`config.mk`:
```
export PLATFORM = sky130hd
export DESIGN_NAME = spi_master_ctrl
export DESIGN_NICKNAME = d
export VERILOG_FILES = /design/src/rtl/spi_master_ctrl.sv
export SDC_FILE = /design/constraint.sdc
export NUM_CORES = 1
export LEC_CHECK = 0
export CAP_MARGIN = 20
export CORE_MARGIN = 2
export CORE_UTILIZATION = 39
export CTS_BUF_LIST = sky130_fd_sc_hd__clkbuf_4
export DETAILED_ROUTE_END_ITERATION = 12
export PLACE_DENSITY = 0.73
export SLEW_MARGIN = 20
export SYNTH_ARGS = -nofsm -noshare
export SYNTH_HDL_FRONTEND = slang
export SYNTH_SLANG_ARGS = --single-unit
```
`constraint.sdc`:
```
create_clock -name clk -period 2.48 [get_ports clk]
set_input_delay 0.62 -clock clk [delete_from_list [all_inputs] [get_ports clk]]
set_output_delay 0.62 -clock clk [all_outputs]
set_load 0.1 [all_outputs]
```
`src/rtl/spi_master_ctrl.sv`:
```
// SPI master: shifts out one {cmd, payload} frame per accepted start and, for
// read-data commands, captures the slave's reply from MISO after a turnaround gap.
module spi_master_ctrl #(
  parameter int FRAME_W    = 10,
  parameter int DATA_W     = 8,
  parameter int TURNAROUND = 2,
  parameter int GAP        = 1
) (
  input  logic              clk,
  input  logic              rst_n,
  input  logic              start,
  input  logic [1:0]        cmd,
  input  logic [DATA_W-1:0] wr_data,
  output logic              busy,
  output logic              done,
  output logic [DATA_W-1:0] rd_data,
  output logic              rd_valid,
  output logic              SS_n,
  output logic              MOSI,
  input  logic              MISO
);

  localparam logic [1:0] CMD_RD_DATA = 2'b11;
  localparam logic [3:0] SHIFT_LAST  = 4'(FRAME_W - 1);
  localparam logic [3:0] WAIT_LAST   = 4'(TURNAROUND - 1);
  localparam logic [3:0] READ_LAST   = 4'(DATA_W - 1);
  localparam logic [3:0] STOP_LAST   = 4'(GAP - 1);

  typedef enum logic [2:0] {
    IDLE  = 3'd0,
    SEL   = 3'd1,
    SHIFT = 3'd2,
    WAIT  = 3'd3,
    READ  = 3'd4,
    STOP  = 3'd5
  } state_t;

  state_t               state_q, state_d;
  logic [3:0]           cnt_q, cnt_d;
  logic [FRAME_W-1:0]   frame_q, frame_d;
  logic                 rd_cmd_q, rd_cmd_d;
  logic [DATA_W-1:0]    rx_q, rx_d;
  logic [DATA_W-1:0]    rd_data_q, rd_data_d;
  logic                 done_q, done_d;
  logic                 rd_valid_q, rd_valid_d;
  logic                 ss_n_q, ss_n_d;
  logic                 mosi_q, mosi_d;
  logic                 accept;
  logic [3:0]           bit_idx;

  // The last STOP cycle also takes a start so a held start yields exactly GAP
  // deselected cycles between frames.
  assign accept = start && ((state_q == IDLE) ||
                            (state_q == STOP && cnt_q == STOP_LAST));

  always_comb begin
    state_d    = state_q;
    cnt_d      = cnt_q + 4'd1;
    frame_d    = frame_q;
    rd_cmd_d   = rd_cmd_q;
    rx_d       = rx_q;
    rd_data_d  = rd_data_q;
    done_d     = 1'b0;
    rd_valid_d = 1'b0;
    ss_n_d     = 1'b1;
    mosi_d     = 1'b0;
    bit_idx    = 4'd0;

    unique case (state_q)
      IDLE: begin
        cnt_d = 4'd0;
      end
      SEL: begin
        state_d = SHIFT;
        cnt_d   = 4'd0;
      end
      SHIFT: begin
        if (cnt_q == SHIFT_LAST) begin
          state_d = rd_cmd_q ? WAIT : STOP;
          cnt_d   = 4'd0;
        end
      end
      WAIT: begin
        if (cnt_q == WAIT_LAST) begin
          state_d = READ;
          cnt_d   = 4'd0;
        end
      end
      READ: begin
        rx_d = {rx_q[DATA_W-2:0], MISO};
        if (cnt_q == READ_LAST) begin
          state_d = STOP;
          cnt_d   = 4'd0;
        end
      end
      STOP: begin
        if (cnt_q == STOP_LAST) begin
          state_d = IDLE;
          cnt_d   = 4'd0;
        end
      end
      default: begin
        state_d = IDLE;
        cnt_d   = 4'd0;
      end
    endcase

    if (accept) begin
      state_d  = SEL;
      cnt_d    = 4'd0;
      frame_d  = FRAME_W'({cmd, wr_data});
      rd_cmd_d = (cmd == CMD_RD_DATA);
      rx_d     = '0;
    end

    // Completion flags are raised on the edge that enters STOP, so they line up
    // with the first STOP cycle; rx_d already holds the final MISO bit here.
    if (state_d == STOP && state_q != STOP) begin
      done_d = 1'b1;
      if (rd_cmd_q) begin
        rd_valid_d = 1'b1;
        rd_data_d  = rx_d;
      end
    end

    // Pin values are computed from the next state so they are flop outputs.
    ss_n_d = (state_d == IDLE) || (state_d == STOP);
    unique case (state_d)
      SEL:     mosi_d = frame_d[FRAME_W-1];
      SHIFT: begin
        bit_idx = SHIFT_LAST - cnt_d;
        mosi_d  = frame_d[bit_idx];
      end
      default: mosi_d = 1'b0;
    endcase
  end

  always_ff @(posedge clk or negedge rst_n) begin
    if (!rst_n) begin
      state_q    <= IDLE;
      cnt_q      <= 4'd0;
      frame_q    <= '0;
      rd_cmd_q   <= 1'b0;
      rx_q       <= '0;
      rd_data_q  <= '0;
      done_q     <= 1'b0;
      rd_valid_q <= 1'b0;
      ss_n_q     <= 1'b1;
      mosi_q     <= 1'b0;
    end else begin
      state_q    <= state_d;
      cnt_q      <= cnt_d;
      frame_q    <= frame_d;
      rd_cmd_q   <= rd_cmd_d;
      rx_q       <= rx_d;
      rd_data_q  <= rd_data_d;
      done_q     <= done_d;
      rd_valid_q <= rd_valid_d;
      ss_n_q     <= ss_n_d;
      mosi_q     <= mosi_d;
    end
  end

  assign busy     = (state_q != IDLE);
  assign done     = done_q;
  assign rd_valid = rd_valid_q;
  assign rd_data  = rd_data_q;
  assign SS_n     = ss_n_q;
  assign MOSI     = mosi_q;

endmodule

```
==> reports/qor.yml <==
status: "complete, no violations"
rsz0062_at_grt: "true"
ys.warnings.count: 0
antennaDiodeCount: 0
pre_cts_ws_ps: -243
clock_path_buffers: 2
cts_buffers: 5
crit_chain: "inv_2 > ha_4 > and4bb_4 > or3b_4 > a21oi_2 > and2_4 > inv_2 > ha_4 > o21ai_2 > o31ai_2 > o211ai_1"
vias: 1405
die_y_um: 75.5
drv_slew: 0
fin_area_um2: 2500
die_area_um2: 5700
cts-htree-levels: 2
setup_viol: 0
finish.utilization_pct: 50.0
portBuffers: 26
cp-start-kind: "register"
max_slew.worst_pin.slew_ps: 816
syn_area_um2: 1990
rows: 26
power_density_nw_per_um2: 961
yosysTopAreaCell: "dfrtp_1"
cts_tree: "yes"
avgSynthCellArea_um2: 11.4
async_flop_share_pct: 100
area_growth_pct: 25.5
netlist_top_cells_area: "dfrtp_1 46%, mux2_4 6.0%, mux2i_1 5.5%"
ys_seq_area_share_pct: 47.7
reg2reg_to: "MOSI"
postRouteAntennaNets: 0
worst_slack_ps: 118
synth_nets: 194
drive_above_1_share_pct: 35.9
detail_route.vias_per_cell: 4.84
max-cap-violations: 0
cp_data_arrival_time_ps: 2590
cp_max_fo: 4
cts_root_buffer: "clkbuf_4"
grt_max_degree: 39
core_um2: 5010
hold_violations: 0
worstSetupEndpointType: "register"
nets: 238
synthFlopType: "dfrtp_1"
grt_pass1_vias: 1439
routedWlPerCell_um: 13.2
dp_hpwl_mm: 2.69
r2r_slack_ps: 120
cp_top_family: "simple AND/OR/NAND/NOR gates"
globalplace.congestion: 0.810
nFillCells: 494
fin_skew_ps: 16.0
grt_pass1_wl_mm: 6.44
r2r-start: "cnt_q[1]"
start_util_pct: 39.8
grt_overflow: 0
max-vdd-ir-drop_v: 0.000420
slowest_stage: "or3b_4"
synth_edf_count: 0
yosys_register_bits: 38
drt_pass1_iterations: 4
drc: 0
dpl_cell_area_um2: 2360
fin_cells: 290
hold_path.class: "in -> async"
clock_latency_ps: 350
worstSetupPathType: "reg -> reg"
min_period_over_period_pct: 95.2
synth_cell_types: 49
place_inst: 278
max_freq_mhz: 423
drtIter0Drc: 106
cts_num_sinks: 38
routed_wl_mm: 3.84
antenna_found_initial: 0
cp_num_buf_inv: 2
cpPeakStageDelay_ps: 420
io_pins: 27
slew_headroom_pct: 45.6
grt_usage_pct: 14.9
holdWs_ps: 347
leakage_nw: 1.20
die_x_um: 75.5
synth_cells: 175
ff2ff_path_depth: 11
crit_required_ps: 2710
synth_top_area_share_pct: 46.4
cts.clk_slew.worst_paths_ps: 120
layout_min_cycle_time_ps: 2360
-- sequential cells by signal (all words and copies together) (netlist names) --
signal and count:
SS_n 1, done 1, frame_q 10, rd_valid 1, rd_data 8, rx_q 8, cnt_q 4, rd_cmd_q 1
state_q 3, MOSI 1
-- worst reg2reg max path, delay by kind of cell (launching register included) --
| kind | cells | cell delay, ps |
|---|---|---|
| and+or+nand+nor | 3 | 780 |
| AOI/OAI and AO/OA | 4 | 520 |
| adders and majority gates | 2 | 430 |
| DFF | 1 | 400 |
| buffers and inverters | 2 | 110 |
-- cell usage after synthesis, drive strengths merged (2+ instances only) --
| master | instances |
|---|---|
| ha | 5 |
| dfrtp | 37 |
| nand3b | 3 |
| buf | 6 |
| nand2 | 15 |
| o21ai | 5 |
| a21boi | 2 |
| mux2 | 13 |
| inv | 12 |
| nand3 | 4 |
| a21oi | 5 |
| o2111a | 2 |
| and3b | 2 |
| a21o | 3 |
| o31ai | 3 |
| nor2 | 13 |
| clkbuf | 2 |
| xnor2 | 4 |
| o21bai | 2 |
| mux2i | 11 |
| or3b | 4 |
| and3 | 2 |
-- final cells by class --
cell class                      instances  area [um2]  area share (%)
Clock inverter                          3        16.3           0.650
Inverter                               12        45.0            1.80
Multi-Input combinational cell        117         997            39.8
Timing Repair Buffer                   45         365            14.6
Sequential cell                        38         955            38.1
Clock buffer                            5        37.5            1.50
Tap cell                               70        87.6            3.50
-- report_power, final --
part | internal [mW] | leakage [nW] | total, mW | switching, mW
Combinational | 0.520 | 0.673 | 1.23 | 0.708
Sequential | 0.765 | 0.499 | 0.868 | 0.103
Clock | 0.105 | 0.0286 | 0.309 | 0.204
-- layer usage --
metal | GRT usage (%) | wire, um
met1 | 20.0 | 1790
met2 | 23.6 | 1860
met3 | 2.91 | 117
met4 | 6.24 | 72
met5 | 0 | 0
-- worst max-delay path by stage --
stage | depth (start not counted) | from | slack, ps | to
after CTS | 11 | cnt_q[0] | 7 | MOSI
after global routing | 11 | cnt_q[1] | -20 | MOSI
final | 11 | cnt_q[1] | 120 | MOSI
after global placement | 9 | start | -200 | MOSI
after detailed placement | 9 | start | -240 | MOSI
after floorplan | 12 | cnt_q[0] | 9 | MOSI
-- what timing repair did --
item,CTS,global route
resized for setup,0,17
setup buffers,0,4
setup endpoints to repair,0,1
hold buffers,0,0
-- cells in the final DEF, fill, tap and decap left out, types with 2 or more instances in the layout --
| cell type | count |
|---|---|
| a21oi_2 | 2 |
| ha_1 | 3 |
| and3b_1 | 2 |
| clkbuf_4 | 5 |
| and3_1 | 2 |
| nand3b_1 | 3 |
| nand3_1 | 4 |
| mux2i_1 | 10 |
| clkdlybuf4s50_1 | 12 |
| mux2_2 | 5 |
| a21o_1 | 3 |
| nand2_1 | 15 |
| mux2_4 | 8 |
| inv_2 | 3 |
| xnor2_1 | 4 |
| a21oi_1 | 3 |
| dfrtp_2 | 2 |
| nor2_1 | 13 |
| o21ai_0 | 4 |
| ha_4 | 2 |
| dfrtp_1 | 35 |
| buf_4 | 32 |
| inv_1 | 9 |
| or3b_1 | 2 |
| o2111a_1 | 2 |
-- cells by family (layout without fill, tap and decap cells) --
kind of cell	Yosys count	in the layout	share of synthesized area (%)
compound gates	28	28	10.6
xor+xnor	5	5	2.20
fa+ha+maj	5	5	3.14
flops	38	38	47.7
mux	24	24	14.4
simple gates	55	55	16.9
buf+inv	20	65	5.02
-- per-stage QoR --
stage | setup TNS [ps] | power, mW
2_1_floorplan | 0 | 1.71
3_3_place_gp | -1000 | 2.00
3_5_place_dp | -834 | 2.02
4_1_cts | 0 | 2.32
5_1_grt | -20.7 | 2.57
6_report | 0 | 2.40
(Power assumes the default switching activity.)
